### config.mk
export PLATFORM = sky130hd
export DESIGN_NAME = rcl_host_flat
export DESIGN_NICKNAME = d
export VERILOG_FILES = /design/src/rtl/rcl_pkg.sv /design/src/rtl/rcl_host_if.sv /design/src/rtl/rcl_host.sv /design/src/flat_wrapper.sv
export SDC_FILE = /design/constraint.sdc
export NUM_CORES = 1
export LEC_CHECK = 0
export BUFFER_PORTS_ARGS = -buffer_cell sky130_fd_sc_hd__buf_2
export CORE_MARGIN = 2
export CORE_UTILIZATION = 57
export DETAILED_ROUTE_END_ITERATION = 8
export GPL_TIMING_DRIVEN = 0
export PLACE_DENSITY = 0.93
export SETUP_SLACK_MARGIN = 0.1
export SYNTH_ARGS = -nofsm -noshare
export SYNTH_HDL_FRONTEND = slang
export SYNTH_SLANG_ARGS = --single-unit
### constraint.sdc
create_clock -name clk -period 3.3 [get_ports clk]
set_input_delay 0.825 -clock clk [delete_from_list [all_inputs] [get_ports clk]]
set_output_delay 0.825 -clock clk [all_outputs]
set_load 0.005 [all_outputs]
### src/rtl/rcl_pkg.sv
// rcl_pkg: shared constants, relation codes, host state and job types
// for the circle/line relation (RCL) serial protocol.
package rcl_pkg;

  localparam int COEF_W    = 5;
  localparam int NUM_BEATS = 3;

  localparam logic [1:0] REL_NONE    = 2'd0;
  localparam logic [1:0] REL_TANGENT = 2'd1;
  localparam logic [1:0] REL_CROSS   = 2'd2;

  typedef enum logic [1:0] {IDLE, SEND, WAIT, RESP} host_state_t;

  // a,b,c: signed line coefficients; m,n: signed centre; k: unsigned r^2
  typedef struct packed {
    logic [COEF_W-1:0] a;
    logic [COEF_W-1:0] b;
    logic [COEF_W-1:0] c;
    logic [COEF_W-1:0] m;
    logic [COEF_W-1:0] n;
    logic [COEF_W-1:0] k;
  } rcl_job_t;

  // {coef_L, coef_Q} carried on beat 'sel' of a job
  function automatic logic [2*COEF_W-1:0] beat_data(rcl_job_t j, logic [1:0] sel);
    case (sel)
      2'd0:    beat_data = {j.a, j.m};
      2'd1:    beat_data = {j.b, j.n};
      default: beat_data = {j.c, j.k};
    endcase
  endfunction

endpackage

### src/rtl/rcl_host_if.sv
// rcl_host_if: request, RCL beat and response signals of the RCL host.
// master = the host itself, slave = the environment (requester, RCL, consumer).
interface rcl_host_if;
  import rcl_pkg::*;

  logic              req_valid;
  logic              req_ready;
  logic [COEF_W-1:0] req_a;
  logic [COEF_W-1:0] req_b;
  logic [COEF_W-1:0] req_c;
  logic [COEF_W-1:0] req_m;
  logic [COEF_W-1:0] req_n;
  logic [COEF_W-1:0] req_k;

  logic              in_valid;
  logic [COEF_W-1:0] coef_L;
  logic [COEF_W-1:0] coef_Q;
  logic              rcl_out_valid;
  logic [1:0]        rcl_out;

  logic              rsp_valid;
  logic              rsp_ready;
  logic [1:0]        rsp_code;
  logic              rsp_err;

  modport master (
    input  req_valid, req_a, req_b, req_c, req_m, req_n, req_k,
    output req_ready,
    output in_valid, coef_L, coef_Q,
    input  rcl_out_valid, rcl_out,
    output rsp_valid, rsp_code, rsp_err,
    input  rsp_ready
  );

  modport slave (
    output req_valid, req_a, req_b, req_c, req_m, req_n, req_k,
    input  req_ready,
    input  in_valid, coef_L, coef_Q,
    output rcl_out_valid, rcl_out,
    input  rsp_valid, rsp_code, rsp_err,
    output rsp_ready
  );

endinterface

### src/rtl/rcl_host.sv
// rcl_host: accepts one job, sends it to the RCL as three back-to-back
// beats, waits for the relation code and returns it on the response port.
// Optional macro RCL_HOST_TIMEOUT_EN bounds the WAIT state by TIMEOUT cycles
// and reports an abort through rsp_err.
module rcl_host
  import rcl_pkg::*;
#(
  parameter int TIMEOUT = 8
) (
  input  logic       clk,
  input  logic       rst_n,
  rcl_host_if.master bus
);

  host_state_t state, state_nxt;
  logic [1:0]  beat;
  rcl_job_t    job;
  logic        last_beat;
  logic        tmo_hit;

  if (TIMEOUT < 3 || TIMEOUT > 255) begin : g_bad_timeout
    $error("rcl_host: TIMEOUT must be within 3..255");
  end

  assign last_beat     = (beat == 2'(NUM_BEATS - 1));
  assign bus.req_ready = (state == IDLE);

`ifdef RCL_HOST_TIMEOUT_EN
  logic [7:0] timer;
  logic       rsp_err_q;

  assign tmo_hit     = (timer == 8'(TIMEOUT - 1));
  assign bus.rsp_err = rsp_err_q;

  // WAIT-cycle counter; held at 0 while sending so WAIT always starts fresh
  always_ff @(posedge clk or negedge rst_n) begin
    if (!rst_n)              timer <= '0;
    else if (state == SEND)  timer <= '0;
    else if (state == WAIT)  timer <= timer + 8'd1;
  end

  // abort flag: a real result on the expiry cycle takes priority
  always_ff @(posedge clk or negedge rst_n) begin
    if (!rst_n)
      rsp_err_q <= 1'b0;
    else if (state == WAIT) begin
      if (bus.rcl_out_valid) rsp_err_q <= 1'b0;
      else if (tmo_hit)      rsp_err_q <= 1'b1;
    end
  end
`else
  assign tmo_hit     = 1'b0;
  assign bus.rsp_err = 1'b0;
`endif

  // state register
  always_ff @(posedge clk or negedge rst_n) begin
    if (!rst_n) state <= IDLE;
    else        state <= state_nxt;
  end

  // next-state decode
  always_comb begin
    state_nxt = state;
    case (state)
      IDLE: if (bus.req_valid)                    state_nxt = SEND;
      SEND: if (last_beat)                        state_nxt = WAIT;
      WAIT: if (bus.rcl_out_valid || tmo_hit)     state_nxt = RESP;
      RESP: if (bus.rsp_ready)                    state_nxt = IDLE;
      default:                                    state_nxt = IDLE;
    endcase
  end

  // job latch, registered beat outputs and response capture
  always_ff @(posedge clk or negedge rst_n) begin
    if (!rst_n) begin
      beat          <= '0;
      job           <= '0;
      bus.in_valid  <= 1'b0;
      bus.coef_L    <= '0;
      bus.coef_Q    <= '0;
      bus.rsp_valid <= 1'b0;
      bus.rsp_code  <= REL_NONE;
    end else begin
      case (state)
        IDLE: if (bus.req_valid) begin
          // beat 0 goes out straight from the request so it appears at T+1
          job          <= '{a: bus.req_a, b: bus.req_b, c: bus.req_c,
                            m: bus.req_m, n: bus.req_n, k: bus.req_k};
          beat         <= '0;
          bus.in_valid <= 1'b1;
          bus.coef_L   <= bus.req_a;
          bus.coef_Q   <= bus.req_m;
        end
        SEND: if (last_beat) begin
          bus.in_valid <= 1'b0;
          bus.coef_L   <= '0;
          bus.coef_Q   <= '0;
        end else begin
          beat                     <= beat + 2'd1;
          {bus.coef_L, bus.coef_Q} <= beat_data(job, beat + 2'd1);
        end
        WAIT: if (bus.rcl_out_valid) begin
          bus.rsp_valid <= 1'b1;
          bus.rsp_code  <= bus.rcl_out;
        end else if (tmo_hit) begin
          bus.rsp_valid <= 1'b1;
          bus.rsp_code  <= REL_NONE;
        end
        RESP: if (bus.rsp_ready) bus.rsp_valid <= 1'b0;
        default: ;
      endcase
    end
  end

endmodule

### src/flat_wrapper.sv
// flat-port wrapper written by rule: the top's interface ports become plain ports
module rcl_host_flat import rcl_pkg::*;
#(
  parameter int TIMEOUT = 8
)
  (clk, rst_n, bus_req_valid, bus_req_a, bus_req_b, bus_req_c, bus_req_m, bus_req_n, bus_req_k, bus_req_ready, bus_in_valid, bus_coef_L, bus_coef_Q, bus_rcl_out_valid, bus_rcl_out, bus_rsp_valid, bus_rsp_code, bus_rsp_err, bus_rsp_ready);
  rcl_host_if bus_i ();
  input  logic clk;
  input  logic rst_n;
  input wire logic [$bits(bus_i.req_valid)-1:0] bus_req_valid;
  input wire logic [$bits(bus_i.req_a)-1:0] bus_req_a;
  input wire logic [$bits(bus_i.req_b)-1:0] bus_req_b;
  input wire logic [$bits(bus_i.req_c)-1:0] bus_req_c;
  input wire logic [$bits(bus_i.req_m)-1:0] bus_req_m;
  input wire logic [$bits(bus_i.req_n)-1:0] bus_req_n;
  input wire logic [$bits(bus_i.req_k)-1:0] bus_req_k;
  output wire logic [$bits(bus_i.req_ready)-1:0] bus_req_ready;
  output wire logic [$bits(bus_i.in_valid)-1:0] bus_in_valid;
  output wire logic [$bits(bus_i.coef_L)-1:0] bus_coef_L;
  output wire logic [$bits(bus_i.coef_Q)-1:0] bus_coef_Q;
  input wire logic [$bits(bus_i.rcl_out_valid)-1:0] bus_rcl_out_valid;
  input wire logic [$bits(bus_i.rcl_out)-1:0] bus_rcl_out;
  output wire logic [$bits(bus_i.rsp_valid)-1:0] bus_rsp_valid;
  output wire logic [$bits(bus_i.rsp_code)-1:0] bus_rsp_code;
  output wire logic [$bits(bus_i.rsp_err)-1:0] bus_rsp_err;
  input wire logic [$bits(bus_i.rsp_ready)-1:0] bus_rsp_ready;
  assign bus_i.req_valid = bus_req_valid;
  assign bus_i.req_a = bus_req_a;
  assign bus_i.req_b = bus_req_b;
  assign bus_i.req_c = bus_req_c;
  assign bus_i.req_m = bus_req_m;
  assign bus_i.req_n = bus_req_n;
  assign bus_i.req_k = bus_req_k;
  assign bus_req_ready = bus_i.req_ready;
  assign bus_in_valid = bus_i.in_valid;
  assign bus_coef_L = bus_i.coef_L;
  assign bus_coef_Q = bus_i.coef_Q;
  assign bus_i.rcl_out_valid = bus_rcl_out_valid;
  assign bus_i.rcl_out = bus_rcl_out;
  assign bus_rsp_valid = bus_i.rsp_valid;
  assign bus_rsp_code = bus_i.rsp_code;
  assign bus_rsp_err = bus_i.rsp_err;
  assign bus_i.rsp_ready = bus_rsp_ready;
  rcl_host #(.TIMEOUT(TIMEOUT)) u_core (.clk(clk), .rst_n(rst_n), .bus(bus_i));
endmodule
==> metrics.md, run 1 <==
| Metric | Value |
|---|---|
| Top Ports | `53` |
| Clock latency on the worst-skew pair | `0.31 ns` |
| Crit Path Class | `reg -> out` |
| Share of cells above drive strength 1 | `0.2944` |
| Synth cell types | `31` |
| Final HPWL DP | `3523 um` |
| Register area share after synthesis | `0.5246` |
| CP Cell Sequence | `inv_1 -> ha_1 -> buf_2` |
| Avg Inst Size Synth | `12.11 sq um` |
| Setup TNS | `0 ns` |
| GRT Max-Usage Layer | `met2` |
| Clock Skew | `0.01021 ns` |
| DR iter-0 viols | `175` |
| # fillers | `263` |
| # Post-CTS Setup Buffers | `0` |
| Final Setup Violations | `0` |
| Number of vias per cell | `6.023` |
| Final hold violation count | `0` |
| Crit end category | `output port` |
| Synth async-reset ratio | `1.000` |
| Crit path max fanout | `8` |
| Worst slew pin tran | `1.040 ns` |
| DIE WIDTH | `67.38 um` |
| Core box area | `3943 sq um` |
| Detail Route Antenna Nets | `0` |
| # hold bufs at CTS | `0` |
| CP max stage delay | `0.43 ns` |
| Total gr overflow | `0` |
| M1 GR Usage | `0.3056` |
| CTS buffer count | `5` |
| Largest net degree at the start of global routing | `49` |
| Clock sinks | `48` |
| Die height | `67.38 um` |
| Tightest Hold Check Type | `reg -> reg` |
| Final routed DRC violation total | `0` |
| Power per Cell Area | `987.5 nW/um^2` |
| GP Congestion | `0.8039` |
| Hold_ws | `0.5024 ns` |
| CP arrival | `1.34 ns` |
| Drt total wl | `5160 um` |
| Slowest-stage cell, CP | `dfrtp_1` |
| Fin crit share | `0.6554` |
| Rows | `23` |
| Netlist Area Pre-Place | `2290 sq um` |
| Root Buffer | `clkbuf_8` |
| Via count | `1795` |
| GRT Util Overall | `0.2507` |
| Ys Warns | `0` |
| Synthesized net count | `233` |
| Initial antenna violation count | `0` |
| First-pass GRT wire length | `8266 um` |
| Critical Path Start Type | `flip-flop` |
| Total die area | `4540 sq um` |
| Area fraction of the dominant cell type after synthesis | `0.5246` |
| DR WL/cell | `17.32 um` |
| Max-cap violations | `0` |
| R2r setup slk | `1.57 ns` |
| Max H-tree Level | `2` |
| Outcome | `finished clean` |
| Input/output buffers | `51` |
| Period minus WS final | `2.163 ns` |
| Yosys reg bits | `48` |
| Leading area contributor after synthesis | `dfrtp_1` |
| Req. time, crit path | `2.47 ns` |
| Slew headroom | `0.3067` |
| PostCTS Resize Cnt | `0` |
| Antenna Cells | `0` |
| RSZ-0062 raised after global routing | `no` |
| Post-Syn Instances | `189` |
| Area contributors post-synth | `dfrtp_1 52%, mux2_1 15%, a221o_1 4.4%, nand3_1 4.4%, ha_1 3.8%` |
| Nets | `291` |
| Area grow syn2layout | `19.89%` |
| Slew Viols, Final | `0` |
| Initial DRT Pass Iterations | `4` |
| Number of global-route vias before repair | `1800` |
| Most used DFF post-synth | `dfrtp_1` |
| Max VDD drop | `0.0006516 V` |
| Starting density of the core | `0.5808` |
| Max Clock Freq | `0.4624 GHz` |
| Leak | `1.306 nW` |
| Met2 GRT Util | `0.4171` |
| Clock Pin Slew Worst Setup and Hold Paths | `0.10 ns` |
| EDFF count, synth | `0` |
| CTS tree | `built` |
| Max Buffers Root-to-Sink | `2` |
| Met3 usage | `0.06000` |
[cell families after synthesis]
group	Yosys count	share of synthesized area
compound gates	41	0.1383
simple gates	36	0.08034
other cells	1	0.001638
buf+inv	22	0.04973
mux	34	0.1672
flops	48	0.5246
fa+ha+maj	7	0.03825
[layer usage]
layer  routed length (um)  up-vias
li1                     -      817
met1                 2065      892
met2                 2628       76
met3                  375       10
met4                   91        0
met5                    0        -
[worst max-delay path, delay by kind of cell (launching register included)]
family     cells  cell delay [ns]
buf+inv        2             0.27
flops          1             0.43
fa+ha+maj      1             0.33
[sequential cells by signal, summed over array words and instances (netlist names)]
register,count
u_core.beat,2
u_core.bus.rsp_valid,1
u_core.bus.coef_Q,5
u_core.bus.rsp_code,2
u_core.job,30
u_core.bus.coef_L,5
u_core.bus.in_valid,1
u_core.state,2
[layout make-up]
class	count	area, sq um	area share
tap	50	62.56	0.02279
clock inverter	3	68.82	0.02507
multi-input combinational	119	974.7	0.3551
inverter	8	30.03	0.01094
clock buffer	5	68.82	0.02507
buffer	14	83.83	0.03054
sequential	48	1201	0.4376
timing repair buffer	51	255.2	0.09298
[final timing paths]
kind,from,to,cells past startpoint
max in group asynchronous,rst_n,u_core.job[28]$_DFFE_PN0P_,1
worst min register to register,u_core.bus.coef_Q[3]$_DFFE_PN0P_,u_core.bus.coef_Q[3]$_DFFE_PN0P_,2
min in group asynchronous,rst_n,u_core.job[8]$_DFFE_PN0P_,1
worst max register to register,u_core.beat[0]$_DFFE_PN0P_,u_core.bus.coef_L[0]$_DFFE_PN0P_,6
worst max-delay path,u_core.state[0]$_DFFE_PN0P_,bus_req_ready,3
worst min-delay path,u_core.bus.coef_Q[3]$_DFFE_PN0P_,u_core.bus.coef_Q[3]$_DFFE_PN0P_,2
[per-stage QoR]
step / setup WS, ns / instances / cell area, sq um / power (mW) / utilization
6_report: 1.137 / 298 / 2745 / 2.711 / 0.6963
5_1_grt: 1.054 / 298 / 2745 / 2.873 / 0.6963
4_1_cts: 1.134 / 298 / 2745 / 2.703 / 0.6963
3_5_place_dp: 1.485 / 290 / 2608 / 2.189 / 0.6614
3_3_place_gp: 1.501 / 290 / 2608 / 2.118 / 0.6614
2_1_floorplan: 1.723 / 189 / 2290 / 1.831 / -
[cells in the mapped netlist (all sizes together), types with 2 or more instances]
cell type,number
nor2,2
a21oi,2
nand2,6
a221o,10
ha,7
clkbuf,6
nand3,20
dfrtp,48
nand2b,3
buf,8
inv,8
nor2b,2
o21ai,13
o2111ai,10
mux2,34
[power by group]
part / internal (mW) / switching [mW]
combinational: 0.534 / 0.609
clock: 0.305 / 0.209
sequential: 0.880 / 0.174
total: 1.72 / 0.992
[cells in the final DEF, fill, tap and decap left out, types with 2 or more instances in the layout]
| cell type | synthesis | layout |
|---|---|---|
| dfrtp_1 | 48 | 48 |
| inv_1 | 7 | 7 |
| a21oi_1 | 2 | 2 |
| nor2_1 | 2 | 2 |
| mux2_2 | 3 | 3 |
| buf_6 | 3 | 3 |
| clkbuf_8 | 0 | 5 |
| a221o_1 | 10 | 10 |
| bufinv_16 | 0 | 2 |
| nand2b_1 | 3 | 3 |
| ha_1 | 7 | 7 |
| clkbuf_1 | 6 | 6 |
| o21ai_1 | 11 | 11 |
| buf_2 | 4 | 55 |
| mux2_1 | 31 | 31 |
| o2111ai_1 | 10 | 10 |
| nand2_1 | 5 | 5 |
| o21ai_0 | 2 | 2 |
| nand3_1 | 20 | 20 |
| nor2b_1 | 2 | 2 |
Power figures use the tool's default switching activity.
==> run 2, diff against run 1 <==
--- a/config.mk
+++ b/config.mk
@@ -5,12 +5,13 @@
 export SDC_FILE = /design/constraint.sdc
 export NUM_CORES = 1
 export LEC_CHECK = 0
+export ABC_AREA = 1
 export BUFFER_PORTS_ARGS = -buffer_cell sky130_fd_sc_hd__buf_2
 export CORE_MARGIN = 2
-export CORE_UTILIZATION = 57
+export CORE_UTILIZATION = 53
 export DETAILED_ROUTE_END_ITERATION = 8
 export GPL_TIMING_DRIVEN = 0
-export PLACE_DENSITY = 0.93
+export PLACE_DENSITY = 0.87
 export SETUP_SLACK_MARGIN = 0.1
 export SYNTH_ARGS = -nofsm -noshare
 export SYNTH_HDL_FRONTEND = slang
==> constraint.sdc (replaced) <==
create_clock -name clk -period 2 [get_ports clk]
set_input_delay 0.5 -clock clk [delete_from_list [all_inputs] [get_ports clk]]
set_output_delay 0.5 -clock clk [all_outputs]
set_load 0.005 [all_outputs]
==> run 2 against run 1 <==
  * Wire length fell by 0.93%
  * Die area rose by 9.5%
  * Power rose by 57%
  * Setup slack got worse by 0.94 ns
  * Critical path type unchanged
==> metrics.md, run 2 <==
| Metric | Value |
|---|---|
| Outcome | `finished clean` |
| CTS buffer count | `5` |
| Area grow syn2layout | `17.66%` |
| Yosys reg bits | `48` |
| # hold bufs at CTS | `0` |
| Leak | `1.577 nW` |
| Setup TNS | `0 ns` |
| Max Clock Freq | `0.5552 GHz` |
| Synthesized net count | `361` |
| Most frequent cell after synthesis | `nand2_1` |
| Power per Cell Area | `1545 nW/um^2` |
| Area contributors post-synth | `dfrtp_1 51%, nand2_1 21%, nor2_1 8.3%, inv_1 4.2%, ha_1 3.7%` |
| Core box area | `4294 sq um` |
| Share of cells above drive strength 1 | `0.1835` |
| Final hold violation count | `0` |
| Non-filler instance count after layout | `428` |
| Fin crit share | `0.9005` |
| Max-cap violations | `0` |
| M1 GR Usage | `0.2723` |
| DR WL/cell | `11.94 um` |
| Flop pwr share | `0.402` |
| Detail Route Antenna Nets | `0` |
| Clock latency on the worst-skew pair | `0.31 ns` |
| Via count | `2096` |
| Slew Viols, Final | `0` |
| Max H-tree Level | `2` |
| Leading cell type in the layout, fill and taps excluded | `nand2_1` |
| PostCTS Resize Cnt | `0` |
| Total die area | `4972 sq um` |
| Initial antenna violation count | `0` |
| Worst slew pin tran | `1.053 ns` |
| Number of global-route vias before repair | `2037` |
| Final Setup Violations | `0` |
| Initial DRT Pass Iterations | `4` |
| FF-to-FF path depth | `6` |
| Root Buffer | `clkbuf_8` |
| Input/output buffers | `51` |
| Starting density of the core | `0.5460` |
| Netlist Area Pre-Place | `2345 sq um` |
| Comb pwr share | `0.454` |
| CP arrival | `1.30 ns` |
| Crit end category | `output port` |
| Period minus WS final | `1.801 ns` |
| Antenna Cells | `0` |
| Final HPWL DP | `3776 um` |
| Most used DFF post-synth | `dfrtp_1` |
| Crit Path Class | `reg -> out` |
| Clock sinks | `48` |
| Largest net degree at the start of global routing | `49` |
| GP Congestion | `0.8308` |
| DIE WIDTH | `70.52 um` |
| Ys Warns | `0` |
| Drt total wl | `5112 um` |
| P_int | `2.479 mW` |
| Largest regs | `u_core.job x30, u_core.bus.coef_L x5, u_core.bus.coef_Q x5` |
| Commonest cells in the netlist | `129 x nand2_1, 52 x nor2_1, 48 x dfrtp_1, 26 x inv_1` |
| Clock Pin Slew Worst Setup and Hold Paths | `0.09 ns` |
| Max Buffers Root-to-Sink | `2` |
| Number of vias per cell | `4.897` |
| Slew headroom | `0.2983` |
| DR iter-0 viols | `187` |
| Placed cells | `420` |
| Largest Register | `u_core.job` |
| Synth async-reset ratio | `1.000` |
| Req. time, crit path | `1.50 ns` |
| Avg Inst Size Synth | `7.397 sq um` |
| Net switching share of the total power | `0.4184` |
| Most frequent cells in the layout | `129 x nand2_1, 55 x buf_2, 52 x nor2_1` |
| Max VDD drop | `0.0006576 V` |
| Nets | `419` |
| Rows | `24` |
| Clock Power Share | `0.144` |
| RSZ-0062 raised after global routing | `no` |
| Final routed DRC violation total | `0` |
| Clock Skew | `0.008146 ns` |
| First-pass GRT wire length | `8445 um` |
| Tightest Hold Check Type | `in -> async` |
| Met3 usage | `0.05195` |
| Net Sw Power | `1.783 mW` |
| Synth cell types | `16` |
| Die height | `70.52 um` |
| Post-Syn Instances | `317` |
| # Post-CTS Setup Buffers | `0` |
| EDFF count, synth | `0` |
| Leading area contributor after synthesis | `dfrtp_1` |
| Max FFs per register | `30` |
| Critical Path Start Type | `flip-flop` |
| Total gr overflow | `0` |
| Met2 GRT Util | `0.3532` |
| Core Util, Final | `0.6425` |
| Area fraction of the dominant cell type after synthesis | `0.5123` |
| CTS tree | `built` |
| GRT Util Overall | `0.2149` |
| Top Ports | `53` |
| Register area share after synthesis | `0.5123` |
| # fillers | `387` |
| Crit path max fanout | `6` |
| GRT Max-Usage Layer | `met2` |
run 2: path summary, 6_finish.rpt:
path                                        startpoint                               end  slack, ns
max                        u_core.state[0]$_DFFE_PN0P_                     bus_req_ready       0.20
min                                              rst_n  u_core.bus.rsp_valid$_DFFE_PN0P_       0.35
max reg2reg                u_core.state[0]$_DFFE_PN0P_        u_core.job[27]$_DFFE_PN0P_       0.40
min reg2reg                  u_core.job[8]$_DFFE_PN0P_         u_core.job[8]$_DFFE_PN0P_       0.49
max in group asynchronous                        rst_n         u_core.job[2]$_DFFE_PN0P_       0.97
min in group clk                          bus_req_b[3]        u_core.job[23]$_DFFE_PN0P_       0.38
run 2: logic make-up (layout without fill, tap and decap cells):
kind of cell	Yosys count	after routing	share of synthesized area
compound gates	24	24	0.05283
buf+inv	41	100	0.07257
fa+ha+maj	7	7	0.03735
flops	48	48	0.5123
other cells	1	1	0.001599
simple gates	196	196	0.3234
run 2: worst max-delay path, cell delays in order (launching register included):
cell     delay [ns]
dfrtp_1        0.42
inv_1          0.10
ha_1           0.30
buf_2          0.16
run 2: layout make-up:
type / count / area [sq um] / share of cell area
buffer: 15 / 72.57 / 0.02630
clock buffer: 7 / 86.33 / 0.03129
sequential: 48 / 1201 / 0.4354
multi-input combinational: 228 / 973.4 / 0.3528
timing repair buffer: 51 / 255.2 / 0.09252
tap: 52 / 65.06 / 0.02358
inverter: 26 / 97.59 / 0.03537
clock inverter: 1 / 7.507 / 0.002721
run 2: power groups by stage:
stage / logic [mW] / registers (mW) / clock network, mW
4_1_cts: 1.95 / 1.71 / 0.621
2_1_floorplan: 1.38 / 1.68 / 0
3_5_place_dp: 1.93 / 1.72 / 0
3_3_place_gp: 1.84 / 1.70 / 0
5_1_grt: 2.21 / 1.76 / 0.650
6_report: 1.94 / 1.71 / 0.612
run 2: per-stage QoR:
step	worst slack [ns]	cell area, sq um	power, mW	hold slack (ns)
2_1_floorplan	0.6354	2345	3.053	0.2044
3_3_place_gp	0.4785	2665	3.540	0.4616
3_5_place_dp	0.4460	2665	3.650	0.4652
4_1_cts	0.1970	2759	4.275	0.3738
5_1_grt	0.1417	2759	4.617	0.3765
6_report	0.1989	2759	4.262	0.3539
run 2: per-layer routing:
| metal | wire length, um | vias up |
|---|---|---|
| li1 | - | 1064 |
| met5 | 0 | - |
| met4 | 137 | 0 |
| met2 | 2298 | 60 |
| met1 | 2438 | 957 |
| met3 | 239 | 15 |
==> run 3, diff against run 2 <==
--- a/config.mk
+++ b/config.mk
@@ -12,6 +12,7 @@
 export DETAILED_ROUTE_END_ITERATION = 8
 export GPL_TIMING_DRIVEN = 0
 export PLACE_DENSITY = 0.87
+export RECOVER_POWER = 25
 export SETUP_SLACK_MARGIN = 0.1
 export SYNTH_ARGS = -nofsm -noshare
 export SYNTH_HDL_FRONTEND = slang
==> run 3 against run 2 <==
  * Clock-buffer cell count is the same
  * Power about the same
  * Die area is the same
  * Clock power hardly changed
  * Hold slack improved by 0.026 ns
  * Via count unchanged
  * Sequential share of layout area stayed put
  * Critical endpoint unchanged
==> metrics.md, run 3 (same netlist as run 2, synthesis figures left out) <==
| Metric | Value |
|---|---|
| Starting density of the core | `0.5460` |
| Reg2reg end | `u_core.job[27]$_DFFE_PN0P_` |
| Drt total wl | `5112 um` |
| Max H-tree Level | `2` |
| Number of vias per cell | `4.897` |
| Rows | `24` |
| Hold EP | `u_core.job[23]$_DFFE_PN0P_` |
| Crit end category | `output port` |
| Post-DP Area | `2665 sq um` |
| Design Area, Final | `2759 sq um` |
| Outcome | `finished clean` |
| Final routed DRC violation total | `0` |
| Max-cap violations | `0` |
| Core box area | `4294 sq um` |
| Power per Cell Area | `1545 nW/um^2` |
| Area grow syn2layout | `17.66%` |
| Clock sinks | `48` |
| Crit path max fanout | `6` |
| Largest regs | `u_core.job x30, u_core.bus.coef_L x5, u_core.bus.coef_Q x5` |
| CTS tree | `built` |
| Slew Viols, Final | `0` |
| Die height | `70.52 um` |
| Tightest Hold Check Type | `in -> reg` |
| Input/output buffers | `51` |
| GRT Util Overall | `0.2149` |
| Max VDD drop | `0.0006576 V` |
| DR WL/cell | `11.94 um` |
| RSZ-0062 raised after global routing | `no` |
| # hold bufs at CTS | `0` |
| GP Congestion | `0.8308` |
| Root Buffer | `clkbuf_8` |
| Non-filler instance count after layout | `428` |
| FF-to-FF path depth | `6` |
| DIE WIDTH | `70.52 um` |
| Tot Pwr | `4.262 mW` |
| Via count | `2096` |
| Detail Route Antenna Nets | `0` |
| Critical Path Start Type | `flip-flop` |
| Leading cell type in the layout, fill and taps excluded | `nand2_1` |
| Max Clock Freq | `0.5552 GHz` |
| Clock latency on the worst-skew pair | `0.31 ns` |
| Leak | `1.577 nW` |
| Largest Register | `u_core.job` |
| Antenna Cells | `0` |
| Slew headroom | `0.2162` |
| CP arrival | `1.30 ns` |
| Final hold violation count | `0` |
| First-pass GRT wire length | `8445 um` |
| Initial antenna violation count | `0` |
| Reg2reg start | `u_core.state[0]$_DFFE_PN0P_` |
| Hold_ws | `0.3797 ns` |
| Hold_sp | `bus_req_b[3]` |
| # Post-CTS Setup Buffers | `0` |
| Largest net degree at the start of global routing | `49` |
| Setup TNS | `0 ns` |
| Period minus WS final | `1.801 ns` |
| Most frequent cells in the layout | `129 x nand2_1, 54 x buf_2, 52 x nor2_1` |
| R2r setup slk | `0.40 ns` |
| Total die area | `4972 sq um` |
| Max FFs per register | `30` |
| Req. time, crit path | `1.50 ns` |
| Worst slew pin tran | `1.176 ns` |
| Share of cells above drive strength 1 | `0.1835` |
| Clock Skew | `0.008146 ns` |
| Fin crit share | `0.9005` |
| DR iter-0 viols | `187` |
| PostCTS Resize Cnt | `0` |
| Initial DRT Pass Iterations | `4` |
| Final Setup Violations | `0` |
| Total gr overflow | `0` |
| Placed cells | `420` |
| Final worst slack | `0.1989 ns` |
| Crit Path Class | `reg -> out` |
| Place WS | `0.4460 ns` |
| Top Ports | `53` |
| CTS buffer count | `5` |
| Nets | `419` |
| Max Buffers Root-to-Sink | `2` |
| Number of global-route vias before repair | `2037` |
| Core Util, Final | `0.6425` |
| Worst Hold Depth | `3` |
| Clock Pin Slew Worst Setup and Hold Paths | `0.09 ns` |
| Final HPWL DP | `3776 um` |
run 3: power breakdown:
group	total [mW]	leakage, nW	switching [mW]	internal, mW
sequential	1.71	0.591	0.272	1.44
combinational	1.94	0.941	1.18	0.755
clock	0.612	0.0445	0.331	0.281
run 3: area by class of cell:
| cell class | instances | area, sq um |
|---|---|---|
| plain buffers | 15 | 72.57 |
| clock buffers | 7 | 86.33 |
| clock inverters | 1 | 7.507 |
| fillers | 387 | 1535 |
| inverters | 26 | 97.59 |
| multi-input cells | 228 | 973.4 |
| flip-flops and latches | 48 | 1201 |
| well taps | 52 | 65.06 |
| repair buffers | 51 | 255.2 |
run 3: critical path: stages (launching register included):
cell	delay [ns]
dfrtp_1	0.42
inv_1	0.10
ha_1	0.30
buf_2	0.16
run 3: worst max path at each step:
stage / start / endpoint / slack (ns) / cells past startpoint
6_report: u_core.state[0]$_DFFE_PN0P_ / bus_req_ready / 0.20 / 3
3_5_place_dp: u_core.state[0]$_DFFE_PN0P_ / u_core.job[21]$_DFFE_PN0P_ / 0.45 / 6
5_1_grt: u_core.state[0]$_DFFE_PN0P_ / bus_req_ready / 0.14 / 3
2_1_floorplan: u_core.beat[0]$_DFFE_PN0P_ / u_core.bus.coef_L[0]$_DFFE_PN0P_ / 0.64 / 7
4_1_cts: u_core.state[0]$_DFFE_PN0P_ / bus_req_ready / 0.20 / 3
3_3_place_gp: u_core.beat[0]$_DFFE_PN0P_ / u_core.bus.coef_Q[0]$_DFFE_PN0P_ / 0.48 / 7
run 3: per-layer routing:
metal  share of wire  vias up  global-route usage
li1                -     1064                   -
met4           0.027        0             0.09188
met1            0.48      957              0.2723
met2            0.45       60              0.3532
met3           0.047       15             0.05195
met5               0        -                   0
